===== src/rtl/rsa_pkg.sv =====
// ============================================================================
// rsa_pkg : shared widths, FSM state encoding and coefficient type for RSA blocks
// Revision: 1.0
// ============================================================================
`default_nettype none

package rsa_pkg;

    localparam int BIT = 8;
    localparam int TW  = BIT + 2;

    typedef enum logic [2:0] {
        IDLE      = 3'd0,
        LOAD      = 3'd1,
        CHECK     = 3'd2,
        DIV_START = 3'd3,
        DIV_WAIT  = 3'd4,
        UPDATE    = 3'd5,
        FIX       = 3'd6,
        DONE      = 3'd7
    } state_t;

    typedef logic signed [TW-1:0] coef_t;

endpackage

`default_nettype wire


===== src/rtl/rsa_modinv_if.sv =====
// ============================================================================
// rsa_modinv_if : request/result bundle for the modular-inverse engine
// Revision: 1.0
// ============================================================================
`default_nettype none

interface rsa_modinv_if;
    import rsa_pkg::*;

    logic           start;
    logic [BIT-1:0] E;
    logic [BIT-1:0] PHI;
    logic           busy;
    logic           done;
    logic           valid;
    logic [BIT-1:0] D;

    modport master (output start, E, PHI, input busy, done, valid, D);
    modport slave  (input start, E, PHI, output busy, done, valid, D);

endinterface

`default_nettype wire


===== src/rtl/rsa_modinv_seq_divider.sv =====
// ============================================================================
// seq_divider : WIDTH-bit restoring divider, WIDTH+1 cycles from start to done
// Revision: 1.0
// ============================================================================
`default_nettype none

module seq_divider
    import rsa_pkg::*;
#(
    parameter int WIDTH = BIT
) (
    input  wire logic             clk,
    input  wire logic             rst_n,
    input  wire logic             start,
    input  wire logic [WIDTH-1:0] dividend,
    input  wire logic [WIDTH-1:0] divisor,
    output logic      [WIDTH-1:0] quotient,
    output logic      [WIDTH-1:0] remainder,
    output logic                  busy,
    output logic                  done
);

    localparam int CW = $clog2(WIDTH + 1);

    logic [WIDTH-1:0] r_rem;
    logic [WIDTH-1:0] r_quo;
    logic [WIDTH-1:0] r_div;
    logic [CW-1:0]    r_cnt;
    logic             r_busy;
    logic             r_done;

    logic [WIDTH:0]   w_shift;
    logic [WIDTH:0]   w_diff;
    logic             w_ge;

    // Partial remainder never reaches 2*divisor, so WIDTH+1 bits hold the shifted value.
    always_comb begin
        w_shift = {r_rem, r_quo[WIDTH-1]};
        w_ge    = (w_shift >= {1'b0, r_div});
        w_diff  = w_shift - {1'b0, r_div};
    end

    always_ff @(posedge clk or negedge rst_n) begin
        if (!rst_n) begin
            r_rem  <= '0;
            r_quo  <= '0;
            r_div  <= '0;
            r_cnt  <= '0;
            r_busy <= 1'b0;
            r_done <= 1'b0;
        end else begin
            r_done <= 1'b0;
            if (start && !r_busy) begin
                r_rem  <= '0;
                r_quo  <= dividend;
                r_div  <= divisor;
                r_cnt  <= CW'(WIDTH);
                r_busy <= 1'b1;
            end else if (r_busy) begin
                r_rem <= w_ge ? w_diff[WIDTH-1:0] : w_shift[WIDTH-1:0];
                r_quo <= {r_quo[WIDTH-2:0], w_ge};
                r_cnt <= r_cnt - CW'(1);
                if (r_cnt == CW'(1)) begin
                    r_busy <= 1'b0;
                    r_done <= 1'b1;
                end
            end
        end
    end

    assign quotient  = r_quo;
    assign remainder = r_rem;
    assign busy      = r_busy;
    assign done      = r_done;

endmodule

`default_nettype wire


===== src/rtl/rsa_modinv.sv =====
// ============================================================================
// rsa_modinv : D = E^-1 mod PHI via iterative extended Euclid
// Revision: 1.0
// ============================================================================
`default_nettype none

module rsa_modinv
    import rsa_pkg::*;
(
    input  wire logic   clk,
    input  wire logic   rst_n,
    rsa_modinv_if.slave bus
);

    state_t         r_state, w_state;
    logic [BIT-1:0] r_r0, w_r0;
    logic [BIT-1:0] r_r1, w_r1;
    logic [BIT-1:0] r_r2, w_r2;
    logic [BIT-1:0] r_q, w_q;
    logic [BIT-1:0] r_phi, w_phi;
    coef_t          r_t0, w_t0;
    coef_t          r_t1, w_t1;
    logic           r_busy, w_busy;
    logic           r_done, w_done;
    logic           r_valid, w_valid;
    logic [BIT-1:0] r_d, w_d;

    logic                  w_div_start;
    logic [BIT-1:0]        w_div_q;
    logic [BIT-1:0]        w_div_r;
    logic                  w_div_busy;
    logic                  w_div_done;
    logic signed [2*BIT+1:0] w_prod;
    coef_t                 w_t2;
    coef_t                 w_fix;

    seq_divider #(
        .WIDTH (BIT)
    ) u_div (
        .clk       (clk),
        .rst_n     (rst_n),
        .start     (w_div_start),
        .dividend  (r_r0),
        .divisor   (r_r1),
        .quotient  (w_div_q),
        .remainder (w_div_r),
        .busy      (w_div_busy),
        .done      (w_div_done)
    );

    // Bezout magnitudes stay below PHI, so keeping the low TW product bits is exact.
    always_comb begin
        w_prod = $signed({{(BIT+2){1'b0}}, r_q}) * $signed({{BIT{r_t1[TW-1]}}, r_t1});
        w_t2   = r_t0 - $signed(w_prod[TW-1:0]);
        w_fix  = r_t0 + $signed({{(TW-BIT){1'b0}}, r_phi});
    end

    always_ff @(posedge clk or negedge rst_n) begin
        if (!rst_n) begin
            r_state <= IDLE;
            r_r0    <= '0;
            r_r1    <= '0;
            r_r2    <= '0;
            r_q     <= '0;
            r_phi   <= '0;
            r_t0    <= '0;
            r_t1    <= '0;
            r_busy  <= 1'b0;
            r_done  <= 1'b0;
            r_valid <= 1'b0;
            r_d     <= '0;
        end else begin
            r_state <= w_state;
            r_r0    <= w_r0;
            r_r1    <= w_r1;
            r_r2    <= w_r2;
            r_q     <= w_q;
            r_phi   <= w_phi;
            r_t0    <= w_t0;
            r_t1    <= w_t1;
            r_busy  <= w_busy;
            r_done  <= w_done;
            r_valid <= w_valid;
            r_d     <= w_d;
        end
    end

    always_comb begin
        w_state     = r_state;
        w_r0        = r_r0;
        w_r1        = r_r1;
        w_r2        = r_r2;
        w_q         = r_q;
        w_phi       = r_phi;
        w_t0        = r_t0;
        w_t1        = r_t1;
        w_busy      = r_busy;
        w_done      = 1'b0;
        w_valid     = r_valid;
        w_d         = r_d;
        w_div_start = 1'b0;

        case (r_state)
            IDLE: begin
                // Operands are captured on the accepting edge so later input changes are harmless.
                if (bus.start) begin
                    w_r0    = bus.PHI;
                    w_r1    = bus.E;
                    w_phi   = bus.PHI;
                    w_t0    = '0;
                    w_t1    = coef_t'(1);
                    w_busy  = 1'b1;
                    w_valid = 1'b0;
                    w_d     = '0;
                    w_state = LOAD;
                end
            end
            LOAD: begin
                w_busy  = 1'b1;
                w_state = (r_phi < BIT'(2)) ? FIX : CHECK;
            end
            CHECK: begin
                w_state = (r_r1 == '0) ? FIX : DIV_START;
            end
            DIV_START: begin
                if (!w_div_busy) begin
                    w_div_start = 1'b1;
                    w_state     = DIV_WAIT;
                end
            end
            DIV_WAIT: begin
                if (w_div_done) begin
                    w_q     = w_div_q;
                    w_r2    = w_div_r;
                    w_state = UPDATE;
                end
            end
            UPDATE: begin
                w_r0    = r_r1;
                w_r1    = r_r2;
                w_t0    = r_t1;
                w_t1    = w_t2;
                w_state = CHECK;
            end
            FIX: begin
                if ((r_r0 == BIT'(1)) && (r_phi >= BIT'(2))) begin
                    w_d     = r_t0[TW-1] ? w_fix[BIT-1:0] : r_t0[BIT-1:0];
                    w_valid = 1'b1;
                end else begin
                    w_d     = '0;
                    w_valid = 1'b0;
                end
                w_done  = 1'b1;
                w_busy  = 1'b0;
                w_state = DONE;
            end
            DONE: begin
                w_state = IDLE;
            end
            default: begin
                w_state = IDLE;
            end
        endcase
    end

    assign bus.busy  = r_busy;
    assign bus.done  = r_done;
    assign bus.valid = r_valid;
    assign bus.D     = r_d;

endmodule

`default_nettype wire


===== src/flat_wrapper.sv =====
// flat-port wrapper written by rule: the top's interface ports become plain ports
module rsa_modinv_flat import rsa_pkg::*;
  (clk, rst_n, bus_start, bus_E, bus_PHI, bus_busy, bus_done, bus_valid, bus_D);
  rsa_modinv_if bus_i ();
  input  wire logic clk;
  input  wire logic rst_n;
  input wire logic [$bits(bus_i.start)-1:0] bus_start;
  input wire logic [$bits(bus_i.E)-1:0] bus_E;
  input wire logic [$bits(bus_i.PHI)-1:0] bus_PHI;
  output wire logic [$bits(bus_i.busy)-1:0] bus_busy;
  output wire logic [$bits(bus_i.done)-1:0] bus_done;
  output wire logic [$bits(bus_i.valid)-1:0] bus_valid;
  output wire logic [$bits(bus_i.D)-1:0] bus_D;
  assign bus_i.start = bus_start;
  assign bus_i.E = bus_E;
  assign bus_i.PHI = bus_PHI;
  assign bus_busy = bus_i.busy;
  assign bus_done = bus_i.done;
  assign bus_valid = bus_i.valid;
  assign bus_D = bus_i.D;
  rsa_modinv u_core (.clk(clk), .rst_n(rst_n), .bus(bus_i));
endmodule

===== config.mk =====
export PLATFORM = sky130hd
export DESIGN_NAME = rsa_modinv_flat
export DESIGN_NICKNAME = d
export VERILOG_FILES = /design/src/rtl/rsa_pkg.sv /design/src/rtl/rsa_modinv_if.sv /design/src/rtl/rsa_modinv_seq_divider.sv /design/src/rtl/rsa_modinv.sv /design/src/flat_wrapper.sv
export SDC_FILE = /design/constraint.sdc
export NUM_CORES = 1
export LEC_CHECK = 0
export CORE_ASPECT_RATIO = 2
export CORE_UTILIZATION = 45
export DETAILED_ROUTE_END_ITERATION = 8
export PLACE_DENSITY_LB_ADDON = 0.3
export SLEW_MARGIN = 20
export SYNTH_ARGS = -nofsm -noshare
export SYNTH_HDL_FRONTEND = slang
export SYNTH_SLANG_ARGS = --single-unit

===== constraint.sdc =====
create_clock -name clk -period 10.6 [get_ports clk]
set_input_delay 2.12 -clock clk [delete_from_list [all_inputs] [get_ports clk]]
set_output_delay 2.12 -clock clk [all_outputs]
set_load 0.1 [all_outputs]

Word level (Yosys, flattened, before mapping):

Index checks and enable logic that the tools add are counted.

* register bits after elaboration: 104
* output and inout bits: 11
* word-level logic and storage cells: 92

* add/sub/neg operators: 4
* multiply operators: 1
* magnitude comparators: 3
* equality and inequality tests: 12
* mux-type cells: 39
* reduce and logical (&&, ||, !) cells: 15

Operators with widths (number)
* 2-to-1 mux 8 bit: 10
* one-hot mux 8 bit (2 select lines): 3
* one-hot mux 10 bit (2 select lines): 2
* one-hot mux 3 bit (8 select lines): 1
* 2-to-1 mux 10 bit: 2
* 2-to-1 mux 3 bit: 5
* equality test 3 bit, second input constant: 4
* 2-to-1 mux 1 bit: 12
* multiplier 9 x 10 -> 10 bit: 1
* AND reduction 2 bit: 5
* subtractor 10 bit: 1
* >= comparator 9 x 8 -> 1 bit: 1
* adder 8 bit: 1
* equality test 8 x 1 -> 1 bit, second input constant: 1
* >= comparator 8 x 2 -> 1 bit, second input constant: 1
* zero test 8 bit: 1
* less-than comparator 8 x 2 -> 1 bit, second input constant: 1
* 2-to-1 mux 4 bit: 2
* subtractor 8 bit: 1
* equality test 3 x 2 -> 1 bit, second input constant: 2
* inequality test 2 bit, second input constant: 3
* nonzero test 2 bit: 3
* equality test 4 x 1 -> 1 bit, second input constant: 1
* subtractor 4 x 1 -> 4 bit, second input constant: 1
* other kinds (8): 9

Depth between registers and ports, before layout:

Gate-level depths: netlist of run 1.

* depth after elaboration: 4
* mapped depth: 18
* mapped depth without buffers: 17

Modules after synthesis:

Synthesis of run 1 repeated with hierarchy kept, for this count alone.

* cell total of the unflattened synthesis: 717
* area, all modules: 6832.8 µm²

Modules (own cells, without submodules)
* rsa_modinv: times used 1, cells each 548, area an instance 5192.5 µm²
* seq_divider: times used 1, cells each 169, area an instance 1640.3 µm²

Worst setup path before layout of run 1:

Ideal clock, no wire load.

* kind: register to register
* start: register u_core.r_t1[2]
* end: register u_core.r_t1[9]
* setup time: 135 ps
* arrival: 4114 ps
* setup slack: 6351 ps
* stages on the path, launching flop included: 19
* path buffers: 1
* period minus slack after synthesis: 4249 ps
* cells stage by stage: dfrtp_1 clkbuf_1 and2_1 fa_1 ha_1 fa_1 inv_1 fa_1 inv_1 fa_1 inv_1 ha_1 a21o_1 a21oi_1 nand2_1 a21oi_1 o21ai_0 xnor2_1 o21ai_0

* cells in the longest elaborated chain, start to end: 3

Ends and longest elaborated chain
* start, declared: RTL line rsa_modinv.sv:22 `coef_t r_t1, w_t1;`
* start signal, assigned: RTL line rsa_modinv.sv:80 `r_t1 <= w_t1;`
* multiplier 9 x 10 -> 10 bit: RTL line rsa_modinv.sv:53 `w_prod = $signed({{(BIT+2){1'b0}}, r_q}) * $signed({{BIT{r_t1[TW-1]}}, r_t1});`
* subtractor 10 bit: RTL line rsa_modinv.sv:54 `w_t2 = r_t0 - $signed(w_prod[TW-1:0]);`
* one-hot mux 10 bit (2 select lines): RTL line rsa_modinv.sv:103 `case (r_state)`

Every way passes these cells.
A chain may end at the register's enable or synchronous reset.

Final worst setup path of run 1:

Ends and elaborated chain as after synthesis.

==> results of run 1 <==
synthesized netlist by cell type, drive strengths merged, types with 12 or more instances:
cell type | number | area share (%)
o21ai | 42 | 3.2
mux2i | 22 | 3.2
ha | 46 | 8.4
fa | 34 | 9.9
dfrtp | 104 | 38
a31oi | 12 | 1.1
mux2 | 21 | 3.5
and2 | 40 | 3.7
nor2 | 35 | 1.9
inv | 73 | 4.0
nand2 | 115 | 6.3
clkbuf | 22 | 1.2
a21oi | 20 | 1.5
xnor2 | 21 | 2.7
through the flow:
stage | hold WS [ps] | area (um2) | power, mW | worst slack (ps)
floorplan | 441 | 6850 | 1.98 | 6350
global placement | 458 | 7330 | 2.40 | 6060
detailed placement | 463 | 7330 | 2.46 | 5970
CTS | 480 | 7630 | 2.82 | 5970
global route | 512 | 7640 | 3.05 | 5810
finish | 475 | 7640 | 2.79 | 5970
critical path: stages (launching register included):
cell and delay (ps):
dfrtp_1 480, and2_1 200, fa_1 460, ha_1 230, fa_1 500, inv_1 50
fa_1 470, inv_1 60, fa_1 540, inv_1 60, ha_1 350, a21o_1 200
a21oi_1 150, nand2_1 60, a21oi_1 270, o21ai_0 180, xnor2_1 160, o21ai_0 80
layout make-up:
type,count,share of cell area [%]
multi-input combinational,508,50.8
sequential,104,34.1
clock inverter,7,1.03
tap,195,3.19
timing repair buffer,35,4.41
clock buffer,9,2.95
inverter,73,3.59
kinds of logic (layout without fill, tap and decap cells):
family,after synthesis,after routing,share of synthesized area (%)
adders and majority gates,80,80,18.3
xor gates and xnor gates,29,29,3.71
and+or+nand+nor,240,240,16.6
DFF,104,104,38.0
buffers and inverters,99,124,5.48
muxes,43,43,6.66
AOI/OAI and AO/OA,116,116,11.2
layer usage:
layer  routed length [um]  GRT usage, %  vias to the layer above
met5                    0             0                        -
met4                 1180          15.6                        0
met3                  420          2.90                       54
met2                 9520          43.3                      119
met1                 5960          26.0                     2516
li1                     -             -                     2415
power by group:
group / leakage (nW) / switching, mW / internal, mW
logic: 2.26 / 0.951 / 0.726
clock network: 0.149 / 0.169 / 0.169
registers: 1.32 / 0.208 / 0.564
total: 3.73 / 1.33 / 1.46
worst paths after layout:
check / from / end
worst max-delay path: u_core.r_t1[2]$_DFFE_PN0P_ / u_core.r_t1[9]$_DFFE_PN0P_
worst min-delay path: u_core.u_div.r_cnt[3]$_DFFE_PN0P_ / u_core.u_div.done$_DFF_PN0_
worst max register to register: u_core.r_t1[2]$_DFFE_PN0P_ / u_core.r_t1[9]$_DFFE_PN0P_
worst min register to register: u_core.u_div.r_cnt[3]$_DFFE_PN0P_ / u_core.u_div.done$_DFF_PN0_
max in group asynchronous: rst_n / u_core.r_t0[3]$_DFFE_PN0P_
min in group asynchronous: rst_n / u_core.u_div.r_cnt[3]$_DFFE_PN0P_
==> results.sh, run 1 <==
export IMPL_outcome="finished, final reports clean"
export IMPL_cts_buffers=9
export IMPL_ys_flop_type="dfrtp_1"
export IMPL_drive_gt1_share_pct=7.20
export IMPL_slew_violations=0
export IMPL_criticalPathCategory="reg2reg"
export IMPL_fin_skew_ps=12.7
export IMPL_die_height_um=177
export IMPL_wl_um=17100
export IMPL_synth_edff_count=0
export IMPL_core_um2=14800
export IMPL_final_min_period_over_clock_period_pct=43.6
export IMPL_track_usage_pct=24.2
export IMPL_final_cell_mix="nand2_1, dfrtp_1, inv_1"
export IMPL_fin_cells=931
export IMPL_reg2reg_depth=17
export IMPL_ys_ff_latch=104
export IMPL_place_inst=915
export IMPL_async_flop_share_pct=100
export IMPL_clock_root_buffer="clkbuf_16"
export IMPL_routedWlPerCell_um=18.4
export IMPL_tightest_slew_ps=1040
export IMPL_dieArea_um2=15800
export IMPL_timing_final_crit_period_ps=4630
export IMPL_ioPinCount=30
export IMPL_reg_top3="u_core.r_t0 (10), u_core.r_t1 (10)"
export IMPL_regArea_um2=2600
export IMPL_antenna_left=0
export IMPL_critPathCaptureType="register"
export IMPL_synthCells=711
export IMPL_path_clk_slew_ps=90
export IMPL_hold_violations=0
export IMPL_grt_max_degree=80
export IMPL_r2r_slack_ps=5970
export IMPL_grt_antenna_before_repair=0
export IMPL_ir_drop_mv=0.234
export IMPL_hold_buffers=0
export IMPL_hold_depth=1
export IMPL_overflow=0
export IMPL_synth_avg_cell_area_um2=9.64
export IMPL_insertedDiodeCount=0
export IMPL_htreeDepth=3
export IMPL_power_leakage_nw=3.73
export IMPL_drc=0
export IMPL_fmax_mhz=216
export IMPL_routabilityCongestion=0.863
export IMPL_nNetsFinal=830
export IMPL_holdCritPathClass="reg2reg"
export IMPL_critical_path_required_ps=10820
export IMPL_start_util_pct=46.3
export IMPL_numClockSinks=104
export IMPL_yosys_warnings=0
export IMPL_cts_tree="built"
export IMPL_first_pass_iters=4
export IMPL_clock_path_buffers=2
export IMPL_finish_utilization_pct=51.5
export IMPL_rsz0062_at_grt="false"
export IMPL_grt_pass1_vias=5421
export IMPL_crit_path_start_kind="register"
export IMPL_final_setup_tns_ps=0
export IMPL_worstPathMaxFanout=10
export IMPL_yosysSeqAreaShare_pct=38.0
export IMPL_n_fill_cell=1400
export IMPL_vias=5104
export IMPL_drt_initial_drc_count=231
export IMPL_insertion_delay_ps=360
export IMPL_p_per_area_nw_per_um2=365
export IMPL_netlist_area_um2=6850
export IMPL_die_w_um=89.3
export IMPL_relSlewSlack_pct=30.3
export IMPL_areaGrowthSynthToFinish_pct=11.4
export IMPL_multiInputGateArea_um2=3880
export IMPL_vias_per_cell=5.48
export IMPL_grt_pass1_wl_um=28000
export IMPL_dp_hpwl_um=13300
export IMPL_synth_cell_types=54
export IMPL_cts_resized=0
export IMPL_post_cts_buffers=0
export IMPL_worstPathArrival_ps=4850
export IMPL_syn_nets=810
export IMPL_maxCapViolations=0
export IMPL_portBuffers=29
export IMPL_final_common_cell="nand2_1"
export IMPL_placementRows=63
export IMPL_setup_viol=0
Power figures use the tool's default switching activity.
==> inputs of run 2 (changes only) <==
Clock period 10.6 ns to 4 ns, I/O delays scaled along.
==> results.sh, run 2 (synthesis gave the netlist of run 1 again) <==
export IMPL_drt_initial_drc_count=286
export IMPL_p_clk_share_pct=11.4
export IMPL_clock_root_buffer="clkbuf_16"
export IMPL_grt_pass1_wl_um=28600
export IMPL_die_height_um=177
export IMPL_vias_per_cell=5.48
export IMPL_power_frac_comb_pct=63.3
export IMPL_timing_final_crit_period_ps=4220
export IMPL_fin_skew_ps=9.14
export IMPL_antenna_left=0
export IMPL_fin_cells=960
export IMPL_cp_common_cell="fa_1"
export IMPL_worstPathMaxFanout=5
export IMPL_seqPwrFrac_pct=25.3
export IMPL_fmax_mhz=237
export IMPL_tightest_slew_ps=973
export IMPL_crit_slowest_cell="fa_1"
export IMPL_insertedDiodeCount=0
export IMPL_power_leakage_nw=3.88
export IMPL_placementRows=63
export IMPL_n_fill_cell=1384
export IMPL_slew_violations=0
export IMPL_violations="setup timing"
export IMPL_numClockSinks=104
export IMPL_worstPathArrival_ps=4430
export IMPL_worst_slack_ps=-225
export IMPL_track_usage_pct=24.7
export IMPL_critical_path_required_ps=4200
export IMPL_final_min_period_over_clock_period_pct=106
export IMPL_portBuffers=29
export IMPL_holdCritPathClass="reg2reg"
export IMPL_setup_viol=4
export IMPL_dp_hpwl_um=14000
export IMPL_cp_cell_sequence="and2_4, fa_1, fa_1, ha_1, inv_1, fa_1, inv_1, fa_1, inv_1, ha_4, and4_1, a21oi_2, o21ai_1, xnor2_1, o21ai_1"
export IMPL_drc=0
export IMPL_power_switching_mw=3.65
export IMPL_start_util_pct=46.3
export IMPL_hold_buffers=0
export IMPL_first_pass_iters=4
export IMPL_nNetsFinal=859
export IMPL_overflow=0
export IMPL_p_per_area_nw_per_um2=1000
export IMPL_ir_drop_mv=0.521
export IMPL_core_um2=14800
export IMPL_insertion_delay_ps=340
export IMPL_rsz0062_at_grt="true"
export IMPL_total_power_mw=7.98
export IMPL_dieArea_um2=15800
export IMPL_crit_path_start_kind="register"
export IMPL_vias=5261
export IMPL_final_common_cell="nand2_1"
export IMPL_place_inst=942
export IMPL_p_int_mw=4.33
export IMPL_areaGrowthSynthToFinish_pct=16.5
export IMPL_routabilityCongestion=0.899
export IMPL_clock_path_buffers=2
export IMPL_die_w_um=89.3
export IMPL_cts_tree="built"
export IMPL_wl_um=17600
export IMPL_switching_share_pct=45.7
export IMPL_critPathCaptureType="register"
export IMPL_finish_utilization_pct=53.9
export IMPL_path_clk_slew_ps=70
export IMPL_maxCapViolations=0
export IMPL_reg_top3="u_core.r_t0 (10), u_core.r_t1 (10)"
export IMPL_outcome="finished, violations left"
export IMPL_grt_pass1_vias=5644
export IMPL_drive_gt1_share_pct=14.9
export IMPL_cts_buffers=9
export IMPL_htreeDepth=3
export IMPL_hold_violations=0
export IMPL_relSlewSlack_pct=34.9
export IMPL_grt_max_degree=57
export IMPL_routedWlPerCell_um=18.3
export IMPL_grt_antenna_before_repair=0
export IMPL_ioPinCount=30
export IMPL_criticalPathCategory="reg2reg"
export IMPL_final_cell_mix="nand2_1, dfrtp_1, inv_1"
export IMPL_slowest_delay_ps=540
-- run 2: per-layer routing --
layer	track usage [%]	part of all wire, %
met1	24.6	33
met5	0	0
met4	17.5	7.8
met2	45.5	56
met3	2.66	2.8
-- run 2: power groups by stage --
stage	Clock, mW	Sequential [mW]	Combinational, mW
finish	0.912	2.02	5.06
global route	0.966	2.07	5.63
CTS	0.926	2.00	5.05
detailed placement	0	2.02	4.88
global placement	0	2.00	4.70
floorplan	0	1.86	3.57
-- run 2: path summary, 6_finish.rpt --
check                                       startpoint                     endpoint  slack [ps]  cells past startpoint
setup / recovery            u_core.r_t1[3]$_DFFE_PN0P_   u_core.r_t1[9]$_DFFE_PN0P_        -220                     15
hold / removal             u_core.bus.D[1]$_DFFE_PN0P_  u_core.bus.D[1]$_DFFE_PN0P_         480                      2
setup reg to reg            u_core.r_t1[3]$_DFFE_PN0P_   u_core.r_t1[9]$_DFFE_PN0P_        -220                     15
hold reg to reg            u_core.bus.D[1]$_DFFE_PN0P_  u_core.bus.D[1]$_DFFE_PN0P_         480                      2
max in group asynchronous                        rst_n   u_core.r_r1[6]$_DFFE_PN0P_        2740                      2
min in group asynchronous                        rst_n  u_core.bus.busy$_DFFE_PN0P_         500                      1
-- run 2: worst max-delay path, delay by kind of cell (launching register included) --
kind	cells	cell delay, ps
AOI/OAI and AO/OA	3	400
xor gates and xnor gates	1	160
adders and majority gates	6	2540
buffers and inverters	3	160
DFF	1	440
and+or+nand+nor	2	380
-- run 2: layout make-up --
| type | count | area [um2] | share of cell area, % |
|---|---|---|---|
| inverter | 73 | 274 | 3.43 |
| multi-input combinational | 508 | 3990 | 50.0 |
| clock inverter | 6 | 77.6 | 0.971 |
| clock buffer | 10 | 229 | 2.87 |
| sequential | 104 | 2610 | 32.6 |
| timing repair buffer | 64 | 563 | 7.05 |
| tap | 195 | 244 | 3.05 |
-- run 2: per-stage QoR --
stage / TNS (ps) / setup WS (ps) / area [um2] / hold slack, ps
6_report: -759 / -225 / 7990 / 482
5_1_grt: -1390 / -377 / 7990 / 509
4_1_cts: -730 / -233 / 7950 / 486
3_5_place_dp: -905 / -295 / 7600 / 471
3_3_place_gp: -608 / -198 / 7600 / 454
2_1_floorplan: 0 / 3.68 / 6920 / 441
-- run 2: repair_timing --
item                                    in CTS  in global routing
setup buffers                                2                  0
pin swaps                                   14                 12
resized for setup                           10                 14
cloned                                       0                  0
endpoints found under the setup margin       4                  5
